## config.mk

```make
export PLATFORM = sky130hd
export DESIGN_NAME = rvfi_imem_responder_flat
export DESIGN_NICKNAME = d
export VERILOG_FILES = /design/src/rtl/rvfi_imem_responder_if.sv /design/src/rtl/rvfi_imem_responder.sv /design/src/flat_wrapper.sv
export SDC_FILE = /design/constraint.sdc
export NUM_CORES = 1
export LEC_CHECK = 0
export BUFFER_PORTS_ARGS = -buffer_cell sky130_fd_sc_hd__buf_2
export CORE_MARGIN = 5
export CORE_UTILIZATION = 28
export CTS_CLUSTER_SIZE = 14
export DETAILED_ROUTE_END_ITERATION = 10
export GPL_ROUTABILITY_DRIVEN = 0
export PLACE_DENSITY_LB_ADDON = 0.15
export SLEW_MARGIN = 25
export SYNTH_ARGS = -nofsm -noshare
export SYNTH_HDL_FRONTEND = slang
export SYNTH_SLANG_ARGS = --single-unit
```

## constraint.sdc

```tcl
create_clock -name clk -period 28 [get_ports clk]
set_input_delay 7 -clock clk [delete_from_list [all_inputs] [get_ports clk]]
set_output_delay 7 -clock clk [all_outputs]
set_load 0.02 [all_outputs]
```

## src/rtl/rvfi_imem_responder_if.sv

```systemverilog
// Fetch request / response handshake between the core's instruction-fetch port and the imem responder.
interface rvfi_imem_responder_if #(
  parameter int XLEN = 32
);
  logic            fetch_valid;
  logic            fetch_ready;
  logic [XLEN-1:0] fetch_addr;
  logic            rsp_valid;
  logic            rsp_ready;
  logic [31:0]     rsp_data;
  logic [XLEN-1:0] rsp_addr;

  modport master (
    output fetch_valid, fetch_addr, rsp_ready,
    input  fetch_ready, rsp_valid, rsp_data, rsp_addr
  );

  modport slave (
    input  fetch_valid, fetch_addr, rsp_ready,
    output fetch_ready, rsp_valid, rsp_data, rsp_addr
  );
endinterface

```

## src/rtl/rvfi_imem_responder.sv

```systemverilog
// Formal-harness instruction memory: solver-chosen fetch data except at the symbolic halfword, fixed latency, in-order FIFO.
// Define RVFI_IMEM_STALL_EN to add a solver-driven stall input that withholds fetch_ready.
module rvfi_imem_responder #(
  parameter int XLEN    = 32,
  parameter int LATENCY = 1,
  parameter int DEPTH   = 4
) (
  input  logic            clk,
  input  logic            reset,
  input  logic [XLEN-1:0] imem_addr,
  input  logic [15:0]     imem_data,
  input  logic [31:0]     arb_data,
`ifdef RVFI_IMEM_STALL_EN
  input  logic            stall,
`endif
  rvfi_imem_responder_if.slave bus
);
  localparam int PW = (DEPTH > 1) ? $clog2(DEPTH) : 1;
  localparam int CW = PW + 1;
  localparam int TW = 4;
  localparam logic [XLEN-1:0] HALF_MASK = ~(XLEN'(1));
  localparam logic [TW-1:0]   LAT_INIT  = TW'(LATENCY);
  localparam logic [CW-1:0]   DEPTH_C   = CW'(DEPTH);

  logic [XLEN-1:0] q_addr [DEPTH];
  logic [31:0]     q_data [DEPTH];
  logic [TW-1:0]   q_tmr  [DEPTH];
  logic [PW-1:0]   wr_ptr;
  logic [PW-1:0]   rd_ptr;
  logic [CW-1:0]   count;

  logic            stall_int;
  logic            accept;
  logic            pop;
  logic [XLEN-1:0] fetch_a;
  logic [XLEN-1:0] fetch_a2;
  logic [XLEN-1:0] sym_a;
  logic [31:0]     cap_data;

`ifdef RVFI_IMEM_STALL_EN
  assign stall_int = stall;
`else
  assign stall_int = 1'b0;
`endif

  // Ready is held low during reset so nothing is accepted while the FIFO is being cleared.
  assign bus.fetch_ready = !reset && (count < DEPTH_C) && !stall_int;
  assign bus.rsp_valid   = (count != '0) && (q_tmr[rd_ptr] == '0);
  assign bus.rsp_data    = q_data[rd_ptr];
  assign bus.rsp_addr    = q_addr[rd_ptr];

  assign accept = bus.fetch_valid && bus.fetch_ready;
  assign pop    = bus.rsp_valid && bus.rsp_ready;

  // Each half of the fetched word is substituted independently; A+2 wraps at the top of the address space.
  always_comb begin
    fetch_a  = bus.fetch_addr & HALF_MASK;
    sym_a    = imem_addr & HALF_MASK;
    fetch_a2 = fetch_a + XLEN'(2);
    cap_data = arb_data;
    if (fetch_a == sym_a) begin
      cap_data[15:0] = imem_data;
    end
    if (fetch_a2 == sym_a) begin
      cap_data[31:16] = imem_data;
    end
  end

  always_ff @(posedge clk or posedge reset) begin
    if (reset) begin
      wr_ptr <= '0;
      rd_ptr <= '0;
      count  <= '0;
      for (int i = 0; i < DEPTH; i++) begin
        q_addr[i] <= '0;
        q_data[i] <= '0;
        q_tmr[i]  <= '0;
      end
    end else begin
      for (int i = 0; i < DEPTH; i++) begin
        if (accept && (wr_ptr == PW'(i))) begin
          q_addr[i] <= fetch_a;
          q_data[i] <= cap_data;
          q_tmr[i]  <= LAT_INIT;
        end else if (q_tmr[i] != '0) begin
          q_tmr[i] <= q_tmr[i] - TW'(1);
        end
      end
      if (accept) begin
        wr_ptr <= wr_ptr + PW'(1);
      end
      if (pop) begin
        rd_ptr <= rd_ptr + PW'(1);
      end
      case ({accept, pop})
        2'b10:   count <= count + CW'(1);
        2'b01:   count <= count - CW'(1);
        default: count <= count;
      endcase
    end
  end
endmodule
```

## src/flat_wrapper.sv

```systemverilog
// flat-port wrapper written by rule: the top's interface ports become plain ports
module rvfi_imem_responder_flat 
#(
  parameter int XLEN    = 32,
  parameter int LATENCY = 1,
  parameter int DEPTH   = 4
)
  (clk, reset, imem_addr, imem_data, arb_data, bus_fetch_valid, bus_fetch_addr, bus_rsp_ready, bus_fetch_ready, bus_rsp_valid, bus_rsp_data, bus_rsp_addr);
  rvfi_imem_responder_if #(.XLEN(XLEN)) bus_i ();
  input  logic clk;
  input  logic reset;
  input  logic [XLEN-1:0] imem_addr;
  input  logic [15:0] imem_data;
  input  logic [31:0] arb_data;
  input wire logic [$bits(bus_i.fetch_valid)-1:0] bus_fetch_valid;
  input wire logic [$bits(bus_i.fetch_addr)-1:0] bus_fetch_addr;
  input wire logic [$bits(bus_i.rsp_ready)-1:0] bus_rsp_ready;
  output wire logic [$bits(bus_i.fetch_ready)-1:0] bus_fetch_ready;
  output wire logic [$bits(bus_i.rsp_valid)-1:0] bus_rsp_valid;
  output wire logic [$bits(bus_i.rsp_data)-1:0] bus_rsp_data;
  output wire logic [$bits(bus_i.rsp_addr)-1:0] bus_rsp_addr;
  assign bus_i.fetch_valid = bus_fetch_valid;
  assign bus_i.fetch_addr = bus_fetch_addr;
  assign bus_i.rsp_ready = bus_rsp_ready;
  assign bus_fetch_ready = bus_i.fetch_ready;
  assign bus_rsp_valid = bus_i.rsp_valid;
  assign bus_rsp_data = bus_i.rsp_data;
  assign bus_rsp_addr = bus_i.rsp_addr;
  rvfi_imem_responder #(.XLEN(XLEN), .LATENCY(LATENCY), .DEPTH(DEPTH)) u_core (.clk(clk), .reset(reset), .imem_addr(imem_addr), .imem_data(imem_data), .arb_data(arb_data), .bus(bus_i));
endmodule
```

Word level (Yosys, flattened, before mapping)
Cells that the tools add are included.
{"block": "totals", "regBits": 275, "latch_bits": 0, "ram_bits": 0, "romBits": 0, "input_bits": 116, "out_inout_bits": 66, "word_cells": 75, "memories": 0}
{"block": "classes", "n_addsub": 9, "multipliers": 0, "div": 0, "magnitude_cmp": 2, "n_eq_ne": 7, "n_shift": 0, "muxes": 20, "bitwise": 1, "reduce_logical": 21}
{"operator": "32-bit binary-select mux with 2-bit select", "count": 2}
{"operator": "32-bit two-way mux", "count": 4}
{"operator": "4-bit two-way mux", "count": 10}
{"operator": "32-bit by 2-bit adder with 32-bit output (second input constant)", "count": 1}
{"operator": "32-bit equality test", "count": 1}
{"operator": "16-bit two-way mux", "count": 2}
{"operator": "31-bit equality test", "count": 1}
{"operator": "4-bit nonzero test", "count": 4}
{"operator": "4-bit by 1-bit subtractor with 4-bit output (second input constant)", "count": 4}
{"operator": "2-bit nonzero test", "count": 5}
{"operator": "4-bit binary-select mux with 2-bit select", "count": 1}
{"operator": "1-bit logical AND", "count": 8}
{"operator": "2-bit equality test (second input constant)", "count": 3}
{"operator": "3-bit case mux with 2 select lines", "count": 1}
{"operator": "2-bit by 1-bit adder with 2-bit output (second input constant)", "count": 2}
{"operator": "2-bit by 1-bit equality test with 1-bit output (second input constant)", "count": 2}
{"operator": "4-bit logical NOT", "count": 1}
{"operator": "3-bit by 1-bit adder with 3-bit output (second input constant)", "count": 1}
{"operator": "3-bit greater-or-equal comparator (second input constant)", "count": 1}
{"operator": "3-bit less-than comparator (second input constant)", "count": 1}
{"operator": "2-bit inverter with 3-bit output", "count": 1}
{"operator": "3-bit nonzero test", "count": 1}
{"operator": "3-bit by 1-bit subtractor with 3-bit output (second input constant)", "count": 1}
{"operator": "2-bit logical NOT", "count": 1}
{"operator": "1-bit logical NOT", "count": 1}

Depth between registers and ports, before layout
{"block": "depth", "ltp_word": 9, "mapped_depth": 13}

Worst setup path before layout
Ideal clock, no wire load.
{"block": "synth_timing", "kind": "input-to-output", "start": "input reset", "end": "output bus_fetch_ready", "t_arrival_ns": 7.378, "t_required_ns": 21.000, "slack_ns": 13.622, "cell_stages": 1, "cell_sequence": "nor2_1"}
{"block": "synth_between", "elab_chain_len": 2}
{"item": "from (decl)", "line": "flat_wrapper.sv:11", "text": "input logic reset;"}
{"item": "1-bit logical NOT (no source line)"}
{"item": "1-bit logical AND", "line": "rvfi_imem_responder.sv:47", "text": "assign bus.fetch_ready = !reset && (count < DEPTH_C) && !stall_int;"}
{"item": "to (decl)", "line": "flat_wrapper.sv:18", "text": "output wire logic [$bits(bus_i.fetch_ready)-1:0] bus_fetch_ready;"}
No other way between the ends.

Final worst setup path
Ends and elaborated chain as after synthesis.

==> flow_summary.yaml <==
synth:
  synth.largest_area_cell: "dfrtp_1"
  yosysWarnings: 0
  yosysTopAreaCellShare_pct: 49.6
  syn_nets: 1536
  seq_area_frac_synth_pct: 49.6
  synth_area_leaders: "dfrtp_1, nand2_1, mux4_2"
  syn_area_um2: 13900
  synth_edf_count: 0
  synth_area_per_cell_um2: 9.87
  syn-instance-count: 1405
  synth_cell_types: 61
  ys_async_sr_fraction_pct: 100
  synth_flop_cell: "dfrtp_1"
  synth-seq-cells: 275
clock_network:
  cts_setup_buffers: 0
  cts_buffers: 35
  tritoncts: "done"
  insertion_delay_ps: 550
  cts_hold_buf: 0
  cts_buffer_depth: 3
  clk_pin_slew_ps: 60
  cts_htree_levels: 2
  ctsResizeCount: 0
  root_buffer: "clkbuf_16"
  clock_sinks: 275
global_routing:
  antenna_found_initial: 6
  first_global_vias: 11100
  grt.overflow.total: 0
  grt_max_degree: 169
  grt_pass1_wl_um: 67700
  track_usage_pct: 16.2
timing:
  fmax_ghz: 0.0685
  max-slew-margin-rel_pct: 34.7
  setup_ws_ps: 13400
  fin_setup_tns_ps: 0
  clock_skew_ps: 17.4
  period_minus_slack_ps: 14600
  finalHoldViolations: 0
  hold_ws_ps: 470
  slew_violations: 0
  setup_violations: 0
  tightestPinTransition_ps: 980
  rsz0062_at_grt: "false"
  period_share_pct: 52.2
cells_and_area:
  drive_above_1_share_pct: 23.2
  final_cells: 2221
  final_common_cell: "nand2_1"
  fillers: 5076
  area_growth_pct: 18.7
  final_cell_mix: "nand2_1, dfrtp_1, buf_2"
  fin_nets: 1662
setup_path:
  critPathBufInv: 2
  cp.arrival_ps: 7600
  crit_top_cell: "buf_2"
  end_kind: "primary output"
  crit_required_ps: 21000
  cp-start-kind: "input port"
  rrSetupSlack_ps: 24250
  crit_type: "input port to primary output"
  crit_slowest_cell: "nor2_1"
  path_max_fanout: 6
  critPathMaxStageDelay_ps: 240
  path_cells: "buf_2 > nor2_1 > buf_2"
  cp_top_family: "buffers and inverters"
detailed_routing:
  drtPass1Iterations: 5
  wl_per_cell_um: 19.8
  wl_um: 44000
  dr.first_iter.drc_count: 610
  remaining_drc_errors: 0
  viasPerCell: 4.80
  vias: 10700
  drtAntennaViolNets: 0
placement:
  io_buffers: 178
  placed_cells: 2157
  dp_hpwl_um: 28400
  post-place-ws_ps: 13400
job:
  maxCapViolCount: 0
pwr:
  power.total_mw: 1.91
  peakVddDrop_mv: 0.0456
  cellPowerDensity_nw_per_um2: 116
  leakage_nw: 7.46
floorplan:
  fp.dieH_um: 233
  fp.coreArea_um2: 49000
  design.portCount: 182
  initial_core_util_pct: 28.3
  core.rowCount: 81
  die_w_um: 233
  dieArea_um2: 54100
status:
  status: "completed"
hold_path:
  min_path_type: "flop to flop"
-- cells in the mapped netlist, types with 10 or more instances --
cell and number:
nand2_1 437, nand3_1 18, and3_1 10, xnor2_1 28, a31oi_1 67, nand4_1 16, ha_1 14, nor3_1 12
xor2_1 28, dfrtp_1 275, mux4_2 63, nand3_4 10, o21ai_0 83, clkbuf_1 69, o21ai_2 10, mux2i_1 20
buf_1 10, inv_1 20, buf_2 13, nor2_1 99
-- where the power goes --
part,switching [mW],leakage (nW),internal (mW)
logic,0.420,3.52,0.322
clock network,0.181,0.578,0.277
registers,0.118,3.37,0.590
total,0.718,7.46,1.19
-- registers in the layout, summed over array words and instances (netlist names) --
| name | flops |
|---|---|
| u_core.q_addr | 124 |
| u_core.q_data | 128 |
| u_core.q_tmr | 16 |
| u_core.count | 3 |
| u_core.rd_ptr | 2 |
| u_core.wr_ptr | 2 |
-- worst min-delay path: stages, from the launching register on --
cell and delay (ps):
dfrtp_1 330, nand2_1 50, nand2_1 50
-- logic make-up (layout without fill, tap and decap cells) --
logic type / count (synthesis) / in the layout / share of synthesized area (%)
and+or+nand+nor: 646 / 646 / 20.8
DFF: 275 / 275 / 49.6
AOI/OAI and AO/OA: 199 / 199 / 8.60
buffers and inverters: 126 / 276 / 4.08
muxes: 87 / 87 / 12.0
xor gates and xnor gates: 56 / 56 / 3.54
adders and majority gates: 15 / 15 / 1.41
other: 1 / 3 / 0.0270
-- through the flow --
stage / utilization [%] / cell area, µm²
3_5_place_dp: 31.2 / 15300
2_1_floorplan: - / 13900
3_3_place_gp: 31.2 / 15300
5_1_grt: 33.6 / 16500
4_1_cts: 33.6 / 16400
6_report: 33.6 / 16500
-- routing by layer --
| metal | vias up | part of all wire [%] | wire length (µm) | GRT usage, % |
|---|---|---|---|---|
| met5 | - | 0.10 | 46 | 0 |
| li1 | 5062 | - | - | - |
| met3 | 59 | 6.0 | 2650 | 3.56 |
| met4 | 8 | 1.6 | 707 | 3.67 |
| met1 | 5237 | 44 | 19400 | 21.3 |
| met2 | 294 | 48 | 21200 | 27.6 |
-- final cells by class --
cell class                      count  area (µm²)  area share (%)
Sequential cell                   275        6890            41.8
Multi-Input combinational cell   1004        6440            39.1
Clock buffer                       54        1090            6.61
Timing Repair Buffer              195        1050            6.38
Tap cell                          664         831            5.05
Inverter                           20        82.6           0.501
Clock inverter                      7        78.8           0.479
Antenna cell                        2        5.00          0.0304
-- worst paths after layout --
kind / to / from / depth (start not counted)
worst max-delay path: bus_fetch_ready / reset / 3
worst min-delay path: u_core.q_addr[59] / u_core.q_addr[59] / 2
worst max register to register: u_core.count[2] / u_core.rd_ptr[0] / 10
worst min register to register: u_core.q_addr[59] / u_core.q_addr[59] / 2
max in group asynchronous: u_core.q_data[88] / reset / 4
min in group asynchronous: u_core.count[2] / reset / 2
(Power assumes the default switching activity.)
